--- config.mk ---
export PLATFORM = sky130hd
export DESIGN_NAME = change_dispenser
export DESIGN_NICKNAME = d
export VERILOG_FILES = /design/src/rtl/vend_pkg.sv /design/src/rtl/change_coin_select.sv /design/src/rtl/change_dispenser.sv
export SDC_FILE = /design/constraint.sdc
export NUM_CORES = 1
export LEC_CHECK = 0
export BUFFER_PORTS_ARGS = -buffer_cell sky130_fd_sc_hd__buf_2
export CAP_MARGIN = 10
export CORE_MARGIN = 10
export CORE_UTILIZATION = 30
export DETAILED_ROUTE_END_ITERATION = 8
export PLACE_DENSITY = 0.56
export SLEW_MARGIN = 20
export SYNTH_ARGS = -nofsm -noshare
export SYNTH_HDL_FRONTEND = slang
export SYNTH_SLANG_ARGS = --single-unit
--- constraint.sdc ---
create_clock -name clk -period 3 [get_ports clk]
set_input_delay 0.6 -clock clk [delete_from_list [all_inputs] [get_ports clk]]
set_output_delay 0.6 -clock clk [all_outputs]
set_load 0.005 [all_outputs]
--- src/rtl/vend_pkg.sv ---
// Shared vending definitions: coin one-hot codes, coin values,
// change dispenser state encoding and a code-to-value helper.
package vend_pkg;

  // One-hot coin strobes shared with the vending controller
  localparam logic [4:0] COIN_NONE   = 5'b00000;
  localparam logic [4:0] COIN_NICKEL = 5'b00001;
  localparam logic [4:0] COIN_DIME   = 5'b00010;
  localparam logic [4:0] COIN_QUARTER = 5'b00100;
  localparam logic [4:0] COIN_HALFD  = 5'b01000;
  localparam logic [4:0] COIN_FULLD  = 5'b10000;

  // Coin values in cents
  localparam logic [6:0] VAL_NICKEL  = 7'd5;
  localparam logic [6:0] VAL_DIME    = 7'd10;
  localparam logic [6:0] VAL_QUARTER = 7'd25;
  localparam logic [6:0] VAL_HALFD   = 7'd50;
  localparam logic [6:0] VAL_FULLD   = 7'd100;

  typedef enum logic [2:0] {
    ST_IDLE   = 3'd0,
    ST_SELECT = 3'd1,
    ST_EJECT  = 3'd2,
    ST_GAP    = 3'd3,
    ST_DONE   = 3'd4,
    ST_FAULT  = 3'd5
  } disp_state_t;

  // Value in cents of a one-hot coin code; anything else is worth nothing
  function automatic logic [6:0] coin_value(input logic [4:0] code);
    logic [6:0] v;
    case (code)
      COIN_NICKEL:  v = VAL_NICKEL;
      COIN_DIME:    v = VAL_DIME;
      COIN_QUARTER: v = VAL_QUARTER;
      COIN_HALFD:   v = VAL_HALFD;
      COIN_FULLD:   v = VAL_FULLD;
      default:      v = 7'd0;
    endcase
    return v;
  endfunction

endpackage

--- src/rtl/change_coin_select.sv ---
// Greedy coin picker: returns the largest coin whose value does not
// exceed the amount still owed, so a payout can never underflow.
module change_coin_select
  import vend_pkg::*;
(
  input  logic [6:0] remaining,
  output logic [4:0] code,
  output logic [6:0] value
);

  // Largest-first comparison chain against the owed amount
  always_comb begin
    code = COIN_NONE;
    if (remaining >= VAL_FULLD) begin
      code = COIN_FULLD;
    end else if (remaining >= VAL_HALFD) begin
      code = COIN_HALFD;
    end else if (remaining >= VAL_QUARTER) begin
      code = COIN_QUARTER;
    end else if (remaining >= VAL_DIME) begin
      code = COIN_DIME;
    end else if (remaining >= VAL_NICKEL) begin
      code = COIN_NICKEL;
    end else begin
      code = COIN_NONE;
    end
    value = coin_value(code);
  end

endmodule

--- src/rtl/change_dispenser.sv ---
// Change dispenser: accepts a change amount over valid/ready and pays it
// out one coin at a time to the hopper, greedy largest-first. A hopper that
// never acknowledges a coin trips a sticky fault that only reset clears.
// All outputs come straight from registers.
module change_dispenser
  import vend_pkg::*;
#(
  parameter int MAX_CHANGE = 95,
  parameter int TIMEOUT    = 16,
  parameter int GAP_CYCLES = 2
) (
  input  logic       clk,
  input  logic       rst,
  input  logic       change_valid,
  input  logic [6:0] change_amt,
  output logic       change_ready,
  output logic [4:0] eject,
  input  logic       hopper_ack,
  output logic [6:0] remaining,
  output logic       done,
  output logic       bad_req,
  output logic       fault
);

  localparam int TMO_W = (TIMEOUT > 1) ? $clog2(TIMEOUT) : 1;
  localparam int GAP_W = (GAP_CYCLES > 1) ? $clog2(GAP_CYCLES) : 1;
  localparam logic [TMO_W-1:0] TMO_LAST = TMO_W'(TIMEOUT - 1);
  localparam logic [GAP_W-1:0] GAP_LAST = GAP_W'(GAP_CYCLES - 1);
  localparam logic [6:0]       MAX_AMT  = 7'(MAX_CHANGE);

  disp_state_t      state_r, state_s;
  logic [6:0]       remaining_r, remaining_s;
  logic [4:0]       eject_r, eject_s;
  logic [TMO_W-1:0] tmo_cnt_r, tmo_cnt_s;
  logic [GAP_W-1:0] gap_cnt_r, gap_cnt_s;
  logic             done_r, done_s;
  logic             bad_req_r, bad_req_s;
  logic             fault_r, fault_s;
  logic             ready_r;

  logic [4:0]       sel_code_s;
  logic [6:0]       sel_value_s;
  logic             amt_ok_s;

  change_coin_select u_select (
    .remaining (remaining_r),
    .code      (sel_code_s),
    .value     (sel_value_s)
  );

  // A request is payable only in whole nickels and up to the configured cap
  always_comb begin
    amt_ok_s = 1'b0;
    if (((change_amt % 7'd5) == 7'd0) && (change_amt <= MAX_AMT)) begin
      amt_ok_s = 1'b1;
    end else begin
      amt_ok_s = 1'b0;
    end
  end

  // Next-state, next-output and counter logic of the payout sequencer
  always_comb begin
    state_s     = state_r;
    remaining_s = remaining_r;
    eject_s     = COIN_NONE;
    tmo_cnt_s   = tmo_cnt_r;
    gap_cnt_s   = gap_cnt_r;
    done_s      = 1'b0;
    bad_req_s   = 1'b0;
    fault_s     = fault_r;
    case (state_r)
      ST_IDLE: begin
        if (change_valid) begin
          if (!amt_ok_s) begin
            bad_req_s = 1'b1;
          end else if (change_amt == 7'd0) begin
            remaining_s = 7'd0;
            done_s      = 1'b1;
            state_s     = ST_DONE;
          end else begin
            remaining_s = change_amt;
            state_s     = ST_SELECT;
          end
        end else begin
          state_s = ST_IDLE;
        end
      end
      ST_SELECT: begin
        // sel_value_s never exceeds remaining_r, so the later subtract is safe
        eject_s   = sel_code_s;
        tmo_cnt_s = {TMO_W{1'b0}};
        state_s   = ST_EJECT;
      end
      ST_EJECT: begin
        // An ack on the last allowed cycle still wins over the timeout
        if (hopper_ack) begin
          remaining_s = remaining_r - coin_value(eject_r);
          gap_cnt_s   = {GAP_W{1'b0}};
          if (remaining_s == 7'd0) begin
            done_s  = 1'b1;
            state_s = ST_DONE;
          end else begin
            state_s = ST_GAP;
          end
        end else if (tmo_cnt_r == TMO_LAST) begin
          fault_s = 1'b1;
          state_s = ST_FAULT;
        end else begin
          eject_s   = eject_r;
          tmo_cnt_s = tmo_cnt_r + TMO_W'(1);
        end
      end
      ST_GAP: begin
        if (gap_cnt_r == GAP_LAST) begin
          state_s = ST_SELECT;
        end else begin
          gap_cnt_s = gap_cnt_r + GAP_W'(1);
        end
      end
      ST_DONE: begin
        state_s = ST_IDLE;
      end
      ST_FAULT: begin
        fault_s = 1'b1;
        state_s = ST_FAULT;
      end
      default: begin
        remaining_s = 7'd0;
        state_s     = ST_IDLE;
      end
    endcase
  end

  // State and registered outputs, with synchronous reset discarding any payout
  always_ff @(posedge clk) begin
    if (rst) begin
      state_r     <= ST_IDLE;
      remaining_r <= 7'd0;
      eject_r     <= COIN_NONE;
      tmo_cnt_r   <= {TMO_W{1'b0}};
      gap_cnt_r   <= {GAP_W{1'b0}};
      done_r      <= 1'b0;
      bad_req_r   <= 1'b0;
      fault_r     <= 1'b0;
      ready_r     <= 1'b1;
    end else begin
      state_r     <= state_s;
      remaining_r <= remaining_s;
      eject_r     <= eject_s;
      tmo_cnt_r   <= tmo_cnt_s;
      gap_cnt_r   <= gap_cnt_s;
      done_r      <= done_s;
      bad_req_r   <= bad_req_s;
      fault_r     <= fault_s;
      ready_r     <= (state_s == ST_IDLE);
    end
  end

  assign change_ready = ready_r;
  assign eject        = eject_r;
  assign remaining    = remaining_r;
  assign done         = done_r;
  assign bad_req      = bad_req_r;
  assign fault        = fault_r;

endmodule

==> metrics.yaml, run 1 <==
outcome: "finished, final reports clean"
cp.depth: 10
yosysSeqAreaShare_pct: 24.7
synth_area_um2: 1950
fin_crit_sh_pct: 94.3
core_um2: 6310
top_usage_layer: "met2"
drive_gt1_share_pct: 25.2
cts_root_buffer: "clkbuf_8"
yosys_warnings: 0
holdPathStages: 2
max_freq_mhz: 353
antenna_cells: 0
critPathLaunchType: "flop"
antenna_found_initial: 0
worst-path-buf-inv: 1
gr-usage-all-layers_pct: 10.5
synthFlopType: "dfxtp_1"
htree_num_levels: 1
syn_to_final_growth_pct: 20.2
detail-route-antenna-nets: 0
syn-num-nets: 268
min_period_ns: 2.83
grt_max_degree: 23
worst_slew_pin_slew_ns: 0.688
fill_cells: 662
grt_first_pass_wirelength_um: 9090
syn_avg_cell_area_um2: 7.82
hold_violations: 0
wl_per_cell_um: 15.2
cts.sinks: 24
drc: 0
die_h_um: 101
synth.distinct_cells: 54
cts_tree: "done"
place_congestion: 0.853
cts_hold_buf: 0
met3_usage_pct: 2.95
met2_usage_pct: 16.5
clk_latency_ns: 0.27
initial_core_util_pct: 30.8
cp_top_family: "compound AO/OA/AOI/OAI gates"
path_cells: "buf_4 > or3_4 > a21o_2 > ha_2 > nor2b_1 > a311oi_2 > o311ai_4 > a2111oi_4 > nor3_1 > o21a_1"
hpwl_um: 4020
maxSlewHeadroom_pct: 54.1
num_io_pins: 27
end_kind: "flop"
ys_async_sr_fraction_pct: 0
dieArea_um2: 10100
path_clk_slew_ns: 0.09
power.leakage_nw: 0.933
die-width_um: 101
fin_cells: 351
maxSlewViolCount: 0
final_core_util_pct: 37.1
hold_path.class: "flop to flop"
timing.hold.ws_ns: 0.491
drt_iter0_drc: 148
grtUsageMet1_pct: 14.2
routed_wl_um: 5330
reg2reg_depth: 10
clk_path_buf_depth: 2
avgViaCountPerCell: 5.48
irDropWorstVdd_uv: 182
grt_pass1_vias: 1885
synth_edf_count: 0
setup-tns-final_ns: 0
grt_setup_unrepaired: "false"
worst-endpoint-arrival_ns: 3.00
maxCapViolations: 0
rows: 29
ys_ff_latch: 24
dp.cells: 347
io_buffers: 26
synthesis.instances: 249
dr_total_vias: 1925
required_ns: 3.17
slowest_stage: "a2111oi_4"
slowest_delay_ns: 0.44
finish.net_count: 295
powerDensity_nw_per_um2: 308
drt-pass1-iter-count: 4
overflow: 0
cp_max_fo: 6
critical_path_class: "flop to flop"
setup_violations: 0
cts-buffers-inserted: 3
finClkSkew_ns: 0.00605
[flip-flops by register name, indices dropped and copies added (netlist names), 3 cells and up]
name and flops:
eject 5, tmo_cnt_r 4, remaining 7, state_r 3
[layout make-up]
| cell class | instances | area [µm²] | area share [%] |
|---|---|---|---|
| inverter | 11 | 41.3 | 1.76 |
| sequential | 24 | 485 | 20.7 |
| tap | 77 | 96.3 | 4.12 |
| multi-input combinational | 199 | 1460 | 62.4 |
| clock buffer | 3 | 41.3 | 1.76 |
| timing repair buffer | 37 | 216 | 9.25 |
[worst reg2reg max path, cell delays in order, from the launching register on]
cell and delay, ns:
dfxtp_2 0.34, buf_4 0.14, or3_4 0.36, a21o_2 0.20, ha_2 0.38, nor2b_1 0.07
a311oi_2 0.33, o311ai_4 0.19, a2111oi_4 0.44, nor3_1 0.11, o21a_1 0.17
[cells in the final DEF, fill, tap and decap left out, types with 3 or more instances in the layout]
master and n:
o21a_1 6, nor3b_1 3, dfxtp_2 4, o211ai_1 3, buf_2 26, xor2_1 4, mux2_2 3, a31oi_1 4
o22ai_1 3, o21ai_0 5, clkbuf_8 3, o311ai_0 4, o21ai_1 4, nand2b_1 13, nor2_1 19, nor2b_1 9
nand2_1 20, nand3_1 3, mux2i_1 7, nor3_1 10, a21oi_1 13, a32o_1 3, dfxtp_1 20, a211oi_1 7
buf_4 10, xnor2_1 8, inv_1 10, ha_4 3
[cells by family (layout without fill, tap and decap cells)]
| family | Yosys count | after routing | share of synthesized area (%) |
|---|---|---|---|
| and+or+nand+nor | 96 | 96 | 26.3 |
| buffers and inverters | 26 | 51 | 5.59 |
| DFF | 24 | 24 | 24.7 |
| muxes | 10 | 10 | 5.33 |
| adders and majority gates | 8 | 8 | 5.53 |
| AOI/OAI and AO/OA | 73 | 73 | 27.2 |
| xor gates and xnor gates | 12 | 12 | 5.40 |
[final timing paths]
check / slack, ns / to / startpoint
worst min-delay path: 0.49 / fault / fault
worst max-delay path: 0.17 / state_r[1] / eject[1]
worst min register to register: 0.49 / fault / fault
worst max register to register: 0.17 / state_r[1] / eject[1]
[where the power goes]
group	total, mW	switching, mW	internal, mW
combinational	0.186	0.104	0.0822
sequential	0.343	0.0165	0.327
clock	0.192	0.102	0.0898
[metrics by stage]
step | setup slack, ns | power, mW | cell area (µm²)
6_report | 0.171 | 0.721 | 2340
5_1_grt | 0.0144 | 0.764 | 2340
4_1_cts | 0.0133 | 0.710 | 2230
3_5_place_dp | 0.00771 | 0.521 | 2190
3_3_place_gp | 0.0574 | 0.520 | 2190
2_1_floorplan | 0.00161 | 0.470 | 1960
[per-layer routing]
metal  vias to the layer above  wire (µm)
met5                         -          0
met4                         0         64
met3                         6        312
met2                        53       2350
met1                       897       2610
li1                        969          -
[synth_stat cells (4+ instances only)]
cell | n | share of area, %
clkbuf_1 | 11 | 2.1
nor2_1 | 19 | 3.7
a31oi_1 | 4 | 1.3
nor2b_1 | 9 | 2.9
a21oi_1 | 14 | 3.6
o311ai_0 | 4 | 1.8
xor2_1 | 4 | 1.8
a211oi_1 | 8 | 3.1
nand2b_1 | 13 | 4.2
ha_1 | 7 | 4.5
mux2i_1 | 7 | 3.6
dfxtp_1 | 24 | 25
o21a_1 | 6 | 2.3
inv_1 | 11 | 2.1
xnor2_1 | 8 | 3.6
nand2_1 | 20 | 3.9
o21ai_0 | 8 | 2.1
nor3_1 | 10 | 2.6
[what timing repair did]
| item | in CTS | in global routing |
|---|---|---|
| pin swaps | 1 | 12 |
| gates resized for setup | 0 | 24 |
| setup buffers | 0 | 1 |
| setup endpoints to repair | 1 | 5 |
(Power assumes the default switching activity.)
==> run 2, diff against run 1 <==
--- a/config.mk
+++ b/config.mk
@@ -6,11 +6,12 @@
 export NUM_CORES = 1
 export LEC_CHECK = 0
 export BUFFER_PORTS_ARGS = -buffer_cell sky130_fd_sc_hd__buf_2
-export CAP_MARGIN = 10
+export CAP_MARGIN = 30
 export CORE_MARGIN = 10
 export CORE_UTILIZATION = 30
 export DETAILED_ROUTE_END_ITERATION = 8
 export PLACE_DENSITY = 0.56
+export RECOVER_POWER = 50
 export SLEW_MARGIN = 20
 export SYNTH_ARGS = -nofsm -noshare
 export SYNTH_HDL_FRONTEND = slang
==> metrics.yaml, run 2 (synthesized netlist as in run 1, its figures left out) <==
hold_path.class: "flop to flop"  # unchanged
min_period_ns: 2.83  # about the same
dieArea_um2: 10100  # unchanged
io_buffers: 26  # unchanged
r2r_end: "state_r[1]"  # unchanged
detail-route-antenna-nets: 0  # unchanged
power_uw: 720  # was 721 µW
dr_total_vias: 1929  # was 1,925
antenna_cells: 0  # unchanged
reg2reg_depth: 10  # unchanged
clk_latency_ns: 0.26  # was 0.27 ns
required_ns: 3.17  # about the same
holdPathStages: 2  # unchanged
power.leakage_nw: 0.920  # was 0.933 nW
grt_setup_unrepaired: "false"  # unchanged
core_um2: 6310  # unchanged
finClkSkew_ns: 0.00599  # was 0.00605 ns
clk_path_buf_depth: 2  # unchanged
drt_iter0_drc: 148  # unchanged
p_sw_uw: 222  # about the same
design_area_um2: 2330  # was 2340 µm²
worst_slew_pin_slew_ns: 0.695  # was 0.688 ns
setup_violations: 0  # unchanged
syn_to_final_growth_pct: 19.9  # was 20.2%
avgViaCountPerCell: 5.50  # was 5.48
worst-endpoint-arrival_ns: 3.00  # about the same
die-width_um: 101  # unchanged
outcome: "finished, final reports clean"  # unchanged
rrSetupSlack_ns: 0.17  # about the same
cts.sinks: 24  # unchanged
drt-pass1-iter-count: 4  # unchanged
num_io_pins: 27  # unchanged
maxSlewViolCount: 0  # unchanged
largest_reg_flops: 7  # unchanged
setup-tns-final_ns: 0  # unchanged
hp-start: "fault"  # unchanged
rr_startpoint: "eject[1]"  # unchanged
switching_share_pct: 30.8  # about the same
final_cell_mix: "buf_2, nand2_1, dfxtp_1"  # unchanged
rows: 29  # unchanged
grt_max_degree: 23  # unchanged
wl_per_cell_um: 15.2  # about the same
drive_gt1_share_pct: 23.7  # was 25.2%
finish.net_count: 295  # unchanged
maxCapViolations: 0  # unchanged
place_congestion: 0.853  # unchanged
whs_endpoint: "fault"  # unchanged
grt_first_pass_wirelength_um: 9090  # unchanged
initial_core_util_pct: 30.8  # unchanged
hold_violations: 0  # unchanged
cts_tree: "done"  # unchanged
grt_pass1_vias: 1885  # unchanged
ff_latch_area_um2: 485  # unchanged
die_h_um: 101  # unchanged
cts_root_buffer: "clkbuf_8"  # unchanged
irDropWorstVdd_uv: 182  # about the same
gr-usage-all-layers_pct: 10.5  # unchanged
powerDensity_nw_per_um2: 309  # was 308 nW/µm²
path_clk_slew_ns: 0.09  # about the same
cp_max_fo: 6  # unchanged
critical_path_class: "flop to flop"  # unchanged
multi_input_area_um2: 1460  # unchanged
timing.hold.ws_ns: 0.494  # was 0.491 ns
routed_wl_um: 5330  # about the same
drc: 0  # unchanged
postPlaceCellArea_um2: 2190  # unchanged
cts-buffers-inserted: 3  # unchanged
layout_commonest_cell: "buf_2"  # unchanged
htree_num_levels: 1  # unchanged
p_seq_share_pct: 47.7  # was 47.6%
max_freq_mhz: 353  # about the same
critPathLaunchType: "flop"  # unchanged
fill_cells: 662  # unchanged
pwr-share-comb_pct: 25.7  # was 25.8%
pwr-share-clk_pct: 26.6  # about the same
cts_hold_buf: 0  # unchanged
fin_crit_sh_pct: 94.3  # about the same
end_kind: "flop"  # unchanged
antenna_found_initial: 0  # unchanged
maxSlewHeadroom_pct: 53.6  # was 54.1%
p_int_uw: 498  # was 499 µW
overflow: 0  # unchanged
hpwl_um: 4020  # unchanged
==> run 2: changes by cell type in the layout (fill, tap and decap cells not counted), sizes merged <==
| cell | before | now |
|---|---|---|
| buf | 37 | 33 |
| clkbuf | 3 | 7 |
==> run 2: how the worst max path moves through the flow <==
stage	end	from	slack, ns	cells past startpoint
2_1_floorplan	state_r[1]	eject[3]	0.002	10
3_3_place_gp	state_r[1]	eject[2]	0.06	8
3_5_place_dp	state_r[1]	eject[2]	0.008	8
4_1_cts	state_r[1]	eject[0]	0.01	9
5_1_grt	state_r[1]	eject[4]	0.01	11
6_report	state_r[1]	eject[1]	0.17	10
==> run 2: cell type report <==
type / count / share of cell area (%)
Tap cell: 77 / 4.13
Sequential cell: 24 / 20.8
Multi-Input combinational cell: 199 / 62.5
Inverter: 11 / 1.77
Timing Repair Buffer: 37 / 9.06
Clock buffer: 3 / 1.77
==> run 2: power by group through the flow <==
| stage | Combinational (mW) | Clock, mW | Sequential (mW) |
|---|---|---|---|
| 6_report | 0.185 | 0.192 | 0.343 |
| 4_1_cts | 0.172 | 0.196 | 0.342 |
| 3_3_place_gp | 0.170 | 0 | 0.350 |
| 2_1_floorplan | 0.128 | 0 | 0.343 |
| 5_1_grt | 0.207 | 0.211 | 0.346 |
| 3_5_place_dp | 0.171 | 0 | 0.350 |
==> run 2: per-stage QoR <==
| step | setup slack [ns] | std cells | utilization (%) |
|---|---|---|---|
| 4_1_cts | 0.0133 | 350 | 35.3 |
| 5_1_grt | 0.0144 | 351 | 37.0 |
| 3_3_place_gp | 0.0574 | 347 | 34.7 |
| 6_report | 0.170 | 351 | 37.0 |
| 2_1_floorplan | 0.00161 | 249 | - |
| 3_5_place_dp | 0.00771 | 347 | 34.7 |
==> run 2: layer usage <==
layer | global-route usage, % | vias up | wire length (µm)
met5 | 0 | - | 0
met4 | 1.52 | 0 | 64
met3 | 2.95 | 6 | 301
met2 | 16.5 | 50 | 2340
met1 | 14.2 | 903 | 2630
li1 | - | 970 | -
==> run 2: repair_timing <==
item,4_1_cts,5_1_grt
endpoints found under the setup margin,1,5
resized for setup,0,24
pin swaps,1,12
setup buffers,0,1
==> run 2: worst max-delay path, cell delays in order, from the launching register on <==
cell,delay (ns)
dfxtp_2,0.34
buf_4,0.14
or3_4,0.36
a21o_2,0.20
ha_2,0.38
nor2b_1,0.07
a311oi_2,0.33
o311ai_4,0.18
a2111oi_4,0.44
nor3_1,0.11
o21a_1,0.17
==> run 3, diff against run 2 <==
--- a/config.mk
+++ b/config.mk
@@ -12,6 +12,7 @@
 export DETAILED_ROUTE_END_ITERATION = 8
 export PLACE_DENSITY = 0.56
 export RECOVER_POWER = 50
+export SETUP_SLACK_MARGIN = 0.3
 export SLEW_MARGIN = 20
 export SYNTH_ARGS = -nofsm -noshare
 export SYNTH_HDL_FRONTEND = slang
==> metrics.yaml, run 3 (synthesized netlist as in run 1, its figures left out) <==
min_period_ns: 2.84  # was 2.83 ns
p_int_uw: 580  # was 498 µW
finish.net_count: 292  # was 295
die-width_um: 101  # unchanged
top_usage_layer: "met2"  # unchanged
critPathLaunchType: "flop"  # unchanged
pwr-share-clk_pct: 36.0  # was 26.6%
powerDensity_nw_per_um2: 351  # was 309 nW/µm²
dr_total_vias: 1919  # was 1,929
finClkSkew_ns: 0.00322  # was 0.00599 ns
pwr-share-comb_pct: 21.9  # was 25.7%
met3_usage_pct: 1.65  # was 2.95%
dieArea_um2: 10100  # unchanged
final_cell_mix: "dfxtp_1, nand2_1, nor2_1"  # was buf_2, nand2_1, dfxtp_1
gr-usage-all-layers_pct: 10.3  # was 10.5%
wl_per_cell_um: 15.3  # was 15.2 µm
initial_core_util_pct: 30.8  # unchanged
core_um2: 6310  # unchanged
largest_reg_flops: 7  # unchanged
hpwl_um: 3960  # was 4020 µm
worst_slew_pin_slew_ns: 0.699  # was 0.695 ns
outcome: "finished, final reports clean"  # unchanged
htree_num_levels: 1  # unchanged
cts-buffers-inserted: 3  # unchanged
avgViaCountPerCell: 5.50  # about the same
hold_violations: 0  # unchanged
grt_setup_unrepaired: "true"  # was false
p_sw_uw: 232  # was 222 µW
maxSlewHeadroom_pct: 53.3  # was 53.6%
grtUsageMet1_pct: 13.4  # was 14.2%
path_clk_slew_ns: 0.09  # about the same
cts_tree: "done"  # unchanged
grt_pass1_vias: 1807  # was 1,885
design_area_um2: 2310  # was 2330 µm²
cts.sinks: 24  # unchanged
drc: 0  # unchanged
grt_first_pass_wirelength_um: 8730  # was 9090 µm
drive_gt1_share_pct: 19.9  # was 23.7%
num_io_pins: 27  # unchanged
switching_share_pct: 28.6  # was 30.8%
routed_wl_um: 5340  # was 5330 µm
die_h_um: 101  # unchanged
p_seq_share_pct: 42.0  # was 47.7%
io_buffers: 26  # unchanged
drt_iter0_drc: 90  # was 148
end_kind: "flop"  # unchanged
setup-tns-final_ns: 0  # unchanged
layout_commonest_cell: "dfxtp_1"  # was buf_2
hold_path.class: "flop to flop"  # unchanged
place_congestion: 0.853  # about the same
antenna_found_initial: 0  # unchanged
setup_violations: 0  # unchanged
max_freq_mhz: 352  # was 353 MHz
cts_root_buffer: "clkbuf_8"  # unchanged
antenna_cells: 0  # unchanged
clk_path_buf_depth: 2  # unchanged
drt-pass1-iter-count: 4  # unchanged
fill_cells: 673  # was 662
detail-route-antenna-nets: 0  # unchanged
fin_crit_sh_pct: 94.8  # was 94.3%
rows: 29  # unchanged
maxCapViolations: 0  # unchanged
overflow: 0  # unchanged
power.leakage_nw: 0.877  # was 0.920 nW
grt_max_degree: 23  # unchanged
postPlaceCellArea_um2: 2120  # was 2190 µm²
syn_to_final_growth_pct: 18.8  # was 19.9%
slowest_stage: "dfxtp_1"  # was a2111oi_4
cp_max_fo: 7  # was 6
path_cells: "xnor2_2 > nor4_2 > ha_2 > inv_2 > fa_2 > a211oi_4 > o21ai_2 > a22o_1 > a2111oi_4 > nor3_1 > o21a_1"  # was buf_4 > or3_4 > a21o_2 > ha_2 > nor2b_1 > a311oi_2 > o311ai_4 > a2111oi_4 > nor3_1 > o21a_1
irDropWorstVdd_uv: 231  # was 182 µV
met2_usage_pct: 17.0  # was 16.5%
worst-endpoint-arrival_ns: 3.02  # was 3.00 ns
required_ns: 3.18  # was 3.17 ns
clk_latency_ns: 0.27  # was 0.26 ns
slowest_delay_ns: 0.49  # was 0.44 ns
critical_path_class: "flop to flop"  # unchanged
maxSlewViolCount: 0  # unchanged
## run 3: changes by cell type in the layout (fill, tap and decap cells not counted), moves of 2 or more
cell | before | now
buf_2 | 22 | 14
clkbuf_1 | 4 | 12
dfxtp_2 | 4 | 0
dfxtp_4 | 0 | 3
buf_4 | 10 | 8
o21ai_1 | 4 | 2
## run 3: path summary, 6_finish.rpt
kind | from | end | slack, ns | depth (start not counted)
max | eject[0] | state_r[1] | 0.16 | 11
min | fault | fault | 0.51 | 2
max reg2reg | eject[0] | state_r[1] | 0.16 | 11
min reg2reg | fault | fault | 0.51 | 2
## run 3: area by class of cell
cell class	count	area (µm²)	share of cell area, %
clock inverters	1	30.0	1.30
repair buffers	34	175	7.57
well taps	77	96.3	4.16
inverters	11	41.3	1.78
flip-flops and latches	24	492	21.3
multi-input cells	199	1440	62.1
clock buffers	3	41.3	1.78
## run 3: routing by layer
layer  vias to the layer above  wire length (µm)
li1                        963                 -
met1                       911              2530
met2                        38              2560
met3                         7               186
met4                         0                65
met5                         -                 0
## run 3: what timing repair did
item,4_1_cts,5_1_grt
hold buffers,0,0
endpoints found under the setup margin,5,5
buffers inserted,5,2
gates resized for setup,14,7
pin swaps,12,4
## run 3: metrics by stage
step | total power, mW | hold slack, ns | setup WS, ns | utilization, % | cells
after global routing | 0.861 | 0.536 | 0.0205 | 36.6 | 349
after floorplan | 0.471 | 0.471 | 0.274 | - | 249
after detailed placement | 0.517 | 0.487 | 0.0814 | 33.6 | 338
final | 0.812 | 0.511 | 0.157 | 36.6 | 349
after CTS | 0.818 | 0.513 | 0.214 | 36.2 | 347
after global placement | 0.517 | 0.471 | 0.176 | 33.6 | 338
## run 3: critical path, delay by kind of cell (launching register included)
kind / cells / cell delay (ns)
AOI/OAI and AO/OA: 5 / 1.23
adders and majority gates: 2 / 0.61
DFF: 1 / 0.49
and+or+nand+nor: 2 / 0.27
xor gates and xnor gates: 1 / 0.09
buffers and inverters: 1 / 0.04
## run 3: power groups by stage
stage | clock network, mW | registers, mW | logic (mW)
6_report | 0.293 | 0.341 | 0.178
4_1_cts | 0.303 | 0.341 | 0.174
5_1_grt | 0.319 | 0.343 | 0.198
3_3_place_gp | 0 | 0.350 | 0.167
3_5_place_dp | 0 | 0.351 | 0.166
2_1_floorplan | 0 | 0.343 | 0.128
